==> config.mk <==
export PLATFORM = sky130hd
export DESIGN_NAME = vgpr_wr_port_arbiter
export DESIGN_NICKNAME = d
export VERILOG_FILES = /design/src/rtl/vgpr_wr_port_arbiter.sv
export SDC_FILE = /design/constraint.sdc
export NUM_CORES = 1
export LEC_CHECK = 0
export ABC_CLOCK_PERIOD_IN_PS = 3900
export BUFFER_PORTS_ARGS = -buffer_cell sky130_fd_sc_hd__buf_4
export CAP_MARGIN = 25
export CELL_PAD_IN_SITES_DETAIL_PLACEMENT = 1
export CELL_PAD_IN_SITES_GLOBAL_PLACEMENT = 1
export CORE_MARGIN = 3
export CORE_UTILIZATION = 38
export CTS_BUF_LIST = sky130_fd_sc_hd__clkbuf_4 sky130_fd_sc_hd__clkbuf_8
export DETAILED_ROUTE_END_ITERATION = 6
export GPL_ROUTABILITY_DRIVEN = 1
export HOLD_SLACK_MARGIN = 0.15
export PLACE_DENSITY_LB_ADDON = 0.1
export RECOVER_POWER = 100
export SYNTH_ARGS = -nofsm -noshare
export SYNTH_HDL_FRONTEND = slang
export SYNTH_SLANG_ARGS = --single-unit
==> constraint.sdc <==
create_clock -name clk -period 3.9 [get_ports clk]
set_input_delay 0.195 -clock clk [delete_from_list [all_inputs] [get_ports clk]]
set_output_delay 0.195 -clock clk [all_outputs]
set_load 0.05 [all_outputs]
==> src/rtl/vgpr_wr_port_arbiter.sv <==
// VGPR write-port arbiter: round-robin with an optional high-priority class,
// locked multi-cycle bursts bounded by MAX_LOCK, and a sticky timeout flag.
// Ports:
//   clk, rst_n      clock (rising edge), asynchronous active-low reset
//   req[7:0]        write pending per requester
//   req_lock[7:0]   requester wants to keep its grant beyond one cycle
//   hold            no new grant issued this cycle (ignored mid-burst)
//   gnt[7:0]        registered one-hot/zero grant
//   wr_port_select  registered one-hot mux select, [7:0]==gnt, [15:8]==0
//   busy            registered, a grant is active this cycle
//   lock_timeout    sticky, a lock was force-released
//   timeout_clr     clears lock_timeout (a simultaneous new timeout wins)
module vgpr_wr_port_arbiter #(
  parameter logic [7:0]  PRIO_MASK = 8'h00,
  parameter int unsigned MAX_LOCK  = 16,
  parameter int unsigned CNT_W     = 5
) (
  input  logic        clk,
  input  logic        rst_n,
  input  logic [7:0]  req,
  input  logic [7:0]  req_lock,
  input  logic        hold,
  output logic [7:0]  gnt,
  output logic [15:0] wr_port_select,
  output logic        busy,
  output logic        lock_timeout,
  input  logic        timeout_clr
);

  localparam int unsigned N     = 8;
  localparam int unsigned PTR_W = 3;

  typedef enum logic [1:0] {IDLE, GRANT, LOCKED} state_t;

  state_t             state;
  logic [PTR_W-1:0]   rr_ptr;
  logic [PTR_W-1:0]   owner;
  logic [CNT_W-1:0]   cnt;

  logic               keep_c;
  logic               cont_c;
  logic               forced_c;
  logic [PTR_W-1:0]   base_ptr_c;
  logic [N-1:0]       pool_c;
  logic [N-1:0]       cand_c;
  logic [PTR_W-1:0]   idx_c;
  logic [PTR_W-1:0]   win_idx_c;
  logic               win_vld_c;
  logic [N-1:0]       win_oh_c;

  // Burst continuation, release type and round-robin winner search.
  always_comb begin
    keep_c     = (state != IDLE) && req_lock[owner] && req[owner];
    cont_c     = keep_c && (32'(cnt) < MAX_LOCK);
    forced_c   = keep_c && !cont_c;
    // On release the pointer moves past the owner in the same edge.
    base_ptr_c = (state == IDLE) ? rr_ptr : PTR_W'(owner + PTR_W'(1));
    // A force-released owner must re-request, so it is excluded this edge.
    pool_c     = forced_c ? (req & ~(N'(1) << owner)) : req;
    cand_c     = ((pool_c & PRIO_MASK) != '0) ? (pool_c & PRIO_MASK) : pool_c;
    idx_c      = '0;
    win_idx_c  = '0;
    win_vld_c  = 1'b0;
    for (int i = 0; i < N; i++) begin
      idx_c = PTR_W'(base_ptr_c + PTR_W'(i));
      if (!win_vld_c && cand_c[idx_c]) begin
        win_vld_c = 1'b1;
        win_idx_c = idx_c;
      end
    end
    win_oh_c = N'(1) << win_idx_c;
  end

  // State, grant and flag registers.
  always_ff @(posedge clk or negedge rst_n) begin
    if (!rst_n) begin
      state          <= IDLE;
      rr_ptr         <= '0;
      owner          <= '0;
      cnt            <= '0;
      gnt            <= '0;
      wr_port_select <= '0;
      busy           <= 1'b0;
      lock_timeout   <= 1'b0;
    end else begin
      if (forced_c) begin
        lock_timeout <= 1'b1;
      end else if (timeout_clr) begin
        lock_timeout <= 1'b0;
      end

      if (cont_c) begin
        state <= LOCKED;
        cnt   <= CNT_W'(cnt + CNT_W'(1));
      end else begin
        if (state != IDLE) begin
          rr_ptr <= base_ptr_c;
        end
        if (!hold && win_vld_c) begin
          state          <= GRANT;
          owner          <= win_idx_c;
          cnt            <= CNT_W'(1);
          gnt            <= win_oh_c;
          wr_port_select <= {8'h00, win_oh_c};
          busy           <= 1'b1;
        end else begin
          state          <= IDLE;
          cnt            <= '0;
          gnt            <= '0;
          wr_port_select <= '0;
          busy           <= 1'b0;
        end
      end
    end
  end

endmodule

# == After elaboration in Yosys (flattened, before gate mapping) ==
# Index checks and enable logic that the tools add are counted.
# totals
output_inout_bits,26
register_bits,39
# op_classes
add_sub_neg,9
bitwise_logic,3
magnitude_cmp,10
n_reduce_logical,26
muxes,47
n_shift,2
# ops
operator,count
3-bit by 4-bit < comparator with 1-bit output (second input constant),9
1-bit binary-select mux with 3-bit select,10
3-bit two-way mux,9
8-bit two-way mux,3
1-bit two-way mux,23
1-bit by 3-bit << shifter with 8-bit output (first input constant),2
3-bit adder (second input constant),4
1-bit logical AND,12
1-bit logical NOT,9
8-bit bitwise AND,1
8-bit NOT,1
3-bit by 1-bit adder with 3-bit output (second input constant),2
3-bit by 2-bit adder with 3-bit output (second input constant),2
5-bit by 1-bit adder with 5-bit output (second input constant),1
5-bit < comparator (second input constant),1
5-bit two-way mux,1
2-bit AND reduction,2
2-bit nonzero test,2
2-bit logical NOT,1
2-bit two-way mux,1
1-bit NOT,1

# == Logic depth before layout (Yosys ltp) ==
# logic_depth
word_depth,35
ltp_mapped,18
mapped_depth_nobuf,16

# == Least setup slack after synthesis ==
# No wires, ideal clock.
# synth_path
kind,reg2reg
from,register owner[0]
to,register gnt[5]
slack_ps,233
t_required_ps,3778
t_arrival_ps,3545
path_stages_with_launch,16
path_cell_list,dfrtp_1 > inv_2 > ha_1 > o21a_1 > a21oi_1 > buf_2 > ha_1 > clkbuf_1 > nor2_1 > a22o_1 > or4b_4 > clkinv_1 > nand4_2 > and4b_1 > a211o_1 > a32o_1
# synth_via
elab_chain_len,34
# synth_lines
element,line_no,text
from (decl),37,logic [PTR_W-1:0] owner;
from (signal assigned),101,owner <= win_idx_c;
1-bit binary-select mux with 3-bit select,53,keep_c = (state != IDLE) && req_lock[owner] && req[owner];
1-bit two-way mux (not written as such),53,
1-bit logical AND (2 in series),53,
1-bit logical AND,54,cont_c = keep_c && (32'(cnt) < MAX_LOCK);
1-bit logical NOT,55,forced_c = keep_c && !cont_c;
1-bit logical AND,55,
8-bit two-way mux,59,pool_c = forced_c ? (req & ~(N'(1) << owner)) : req;
1-bit binary-select mux with 3-bit select,66,if (!win_vld_c && cand_c[idx_c]) begin
[17 not listed],n/a,
1-bit logical NOT,66,
1-bit logical AND,66,
1-bit two-way mux,66,
1-bit logical NOT,66,
1-bit logical AND,66,
3-bit two-way mux / 1-bit two-way mux (equally long branches),66,
1-bit by 3-bit << shifter with 8-bit output / 1-bit logical AND (equally long branches),"71, 99",
8-bit two-way mux,99,if (!hold && win_vld_c) begin
to (signal assigned),103,gnt <= win_oh_c;
to (decl),23,"output logic [7:0] gnt,"
# Parallel ways exist; a longest one is shown, timed or not. The select of a mux whose other input is x is not followed.
# A chain may end at the register's enable or synchronous reset.

# == Worst setup path after layout ==
# layout_path
from,register owner[0]
to,register gnt[7]
# Same word-level chain as after synthesis.

==> impl_results.md <==
- Status: completed
- IO buf count: 37
- Area of combinational cells with multiple inputs: roughly 0.0016 sq mm
- N_diodes: 0
- EDFF count, synth: 0
- WP depth: 12
- Headroom to the max-slew limit: 19.1%
- Crit start category: register
- DR vias: 2246
- Clock H-tree levels: 1
- Post-Route WL: between 7 and 8 mm
- Chip height: approximately 84 um
- Initial core utilization: between 40% and 50%
- Global-route met2 utilization: 34.1%
- Largest net degree at the start of global routing: 24
- Die Wd: 83.7 um
- # IOs: 46
- Initial antenna violation count: 0
- Arr. time, crit path: between 3 and 4 ns
- Global-route wire length before repair: 11.5 mm
- Fraction of final layout cells sized beyond drive strength 1: 28.0%
- CTS Buf Count: 3
- CP peak stage delay: 0.63 ns
- Drt wl/cell: ~18 um
- Async set-reset flop share out of synthesis: 100%
- CTS clk-pin slew, worst paths: approximately 0.09 ns
- CP cell instances: inv_2 > buf_4 > mux4_2 > o21ai_4 > nor3_2 > o311a_1 > or4b_4 > clkinv_1 > nand4_2 > and4b_1 > a211o_1 > a32o_1
- Reg2reg start: owner[0]
- Final Hold Fails: 0
- Max-slew violation count: 0
- Worst slew pin tran: roughly 1.2 ns
- Yosys Warn Count: 0
- Fill count: 692
- Max frequency: 265 MHz
- Clock root buffer: clkbuf_8
- Pre-antenna DRT Iters: 4
- Seq cells post-synth: 23
- Type of the tightest min-delay check: in -> reg
- Unrepaired setup endpoints after global routing: no
- Count of different cell masters after synthesis: roughly 70
- Sequential Area: around 580 sq um
- Slowest CP cell: mux4_2
- Nets@finish: 348
- Max Cap Viol: 0
- Worst r2r path cells: 12
- Post-Syn Area: 0.00229 sq mm
- Pre-CTS setup slack: -0.0250 ns
- Setup Crit Path Kind: reg -> reg
- Core Region: about 0.0057 sq mm
- Initial DRC Count: 86
- Avg Cell Area, Syn: between 8 and 9 sq um
- CP Capture Type: register
- Die ar.: 0.00700 sq mm
- Delay-heaviest family, CP: compound AO/OA/AOI/OAI gates
- Post-route setup slack: about 0.13 ns
- Top Usage Layer GRT: met2
- Met3 GRT Util: ~1.4%
- Post-synth top flop: dfrtp_1
- Final min period: approximately 3.8 ns
- CTS tree: done
- Max clock buf depth: 2
- CP required: just over 4 ns
- CP Max Fanout: 7
- Tot GR Track Use: between 10% and 20%
- Most common cell after layout, fill and taps aside: buf_4
- Tcrit/Tclk final: between 90 and 100%
- Area grow syn2layout: 20.5%
- RD Place Congestion: 0.831
- Most frequent cells in the layout: 39 x buf_4, 30 x nand2_1, 23 x nor2_1, 23 x dfrtp_1, 21 x clkbuf_1
- Clock Skew: ~0.011 ns
- Crit path from: owner[0]
- Worst reg2reg setup slack: roughly 0.13 ns
- FF-to-FF End: gnt[7]
- Routed vias/inst: about 5.8
- FP Rows: 27
- Worst skew pair latency: 0.28 ns
- Post-synthesis sequential area ratio: roughly a quarter
- DRC violations left: 0
- Setup violations, final: 0
- Overflow after GRT: 0
- CP endpoint: gnt[7]
- Post-DRT Antenna Nets: 0
- Post-Synthesis Cells: ~270
- Clock Sinks: 23
- CP bufs+invs: 3
- DPL Wire Length: between 5 and 6 mm
- Vias in the first global route: approximately 2300
- Grt met1 use: 26.9%
-- metrics by stage --
step                      util (%)  TNS [ns]  hold WS [ns]  area, sq um  std cells
after detailed placement      47.0   -0.0499         0.105         2670        381
after floorplan                  -         0        -0.101         2320        279
final                         48.7         0         0.333         2760        390
after global routing          48.7         0         0.371         2760        390
after CTS                     48.3         0         0.343         2740        387
after global placement        47.0  -0.00482         0.105         2670        381
-- Yosys cell counts, drive strengths merged (2+ instances only) --
| master | number | area, sq um |
|---|---|---|
| nand2 | 31 | 119 |
| nor2 | 27 | 101 |
| o21ai | 25 | 155 |
| dfrtp | 23 | 576 |
| buf | 22 | 149 |
| nand3 | 15 | 75.1 |
| ha | 9 | 113 |
| inv | 9 | 33.8 |
| a21oi | 8 | 40.0 |
| xnor2 | 7 | 68.8 |
| a32o | 5 | 50.1 |
| and2 | 5 | 31.3 |
| clkbuf | 5 | 18.8 |
| o21a | 5 | 37.5 |
| o311ai | 5 | 68.8 |
| o31ai | 5 | 37.5 |
| a22oi | 4 | 30.0 |
| nor3 | 4 | 30.0 |
| a22o | 3 | 26.3 |
| mux2 | 3 | 37.5 |
| mux2i | 3 | 30.0 |
| nand4 | 3 | 25.0 |
| o22a | 3 | 28.8 |
| o22ai | 3 | 18.8 |
| a211oi | 2 | 25.0 |
| a21o | 2 | 15.0 |
| a221oi | 2 | 17.5 |
| a31o | 2 | 17.5 |
| clkinv | 2 | 7.51 |
| mux4 | 2 | 45.0 |
| o211ai | 2 | 15.0 |
| o2bb2ai | 2 | 17.5 |
| o311a | 2 | 20.0 |
| or2 | 2 | 12.5 |
-- layer usage --
layer	vias to the layer above	wire length [um]	part of all wire, %
met5	-	0	0
met3	5	178	2.5
met2	41	3560	50
met4	0	65	0.91
li1	1082	-	-
met1	1118	3330	47
-- worst min-delay path: stages --
cell and delay [ns]:
buf_4 0.07, a311o_1 0.20, inv_1 0.08
-- worst min path at each step --
stage                      from         to  slack (ns)  cells after the start
after floorplan           rst_n       busy       -0.10                      0
after detailed placement  rst_n     gnt[7]        0.10                      1
after global routing       hold   state[0]        0.37                      3
final                      hold   state[0]        0.33                      3
after global placement    rst_n     gnt[4]        0.11                      1
after CTS                 rst_n  rr_ptr[1]        0.34                      2
-- repair_timing --
| action | CTS | global route |
|---|---|---|
| hold buffers | 2 | 0 |
| pin swaps | 0 | 1 |
| endpoints found under the hold margin | 24 | 0 |
| endpoints found under the setup margin | 5 | 11 |
| resized for setup | 1 | 18 |
| buffers inserted | 0 | 3 |
-- area by class of cell --
class | instances | area share, %
flip-flops and latches | 23 | 20.8
clock buffers | 3 | 1.49
repair buffers | 62 | 14.2
multi-input cells | 218 | 58.5
clock inverters | 1 | 0.272
well taps | 72 | 3.26
inverters | 11 | 1.49
-- logic make-up (layout without fill, tap and decap cells) --
kind of cell | count (synthesis) | count (layout) | share of synthesized area (%)
AND/OR/NAND/NOR | 94 | 94 | 20.4
AO/OA/AOI/OAI | 91 | 91 | 32.0
buffers and inverters | 38 | 77 | 9.12
flip-flops | 23 | 23 | 25.1
adder cells (fa/ha/maj) | 9 | 9 | 4.91
XOR/XNOR | 8 | 8 | 3.38
multiplexers | 8 | 8 | 4.91
other | 1 | 8 | 0.164
-- state kept, by name (all words and copies together) (netlist names) --
name and count:
state 2, lock_timeout 1, busy 1, owner 3
gnt 8, cnt 5, rr_ptr 3
Power is left out: the tool's default activity adds up to more than one toggle a clock period on the data nets, which glitch-free logic cannot reach.
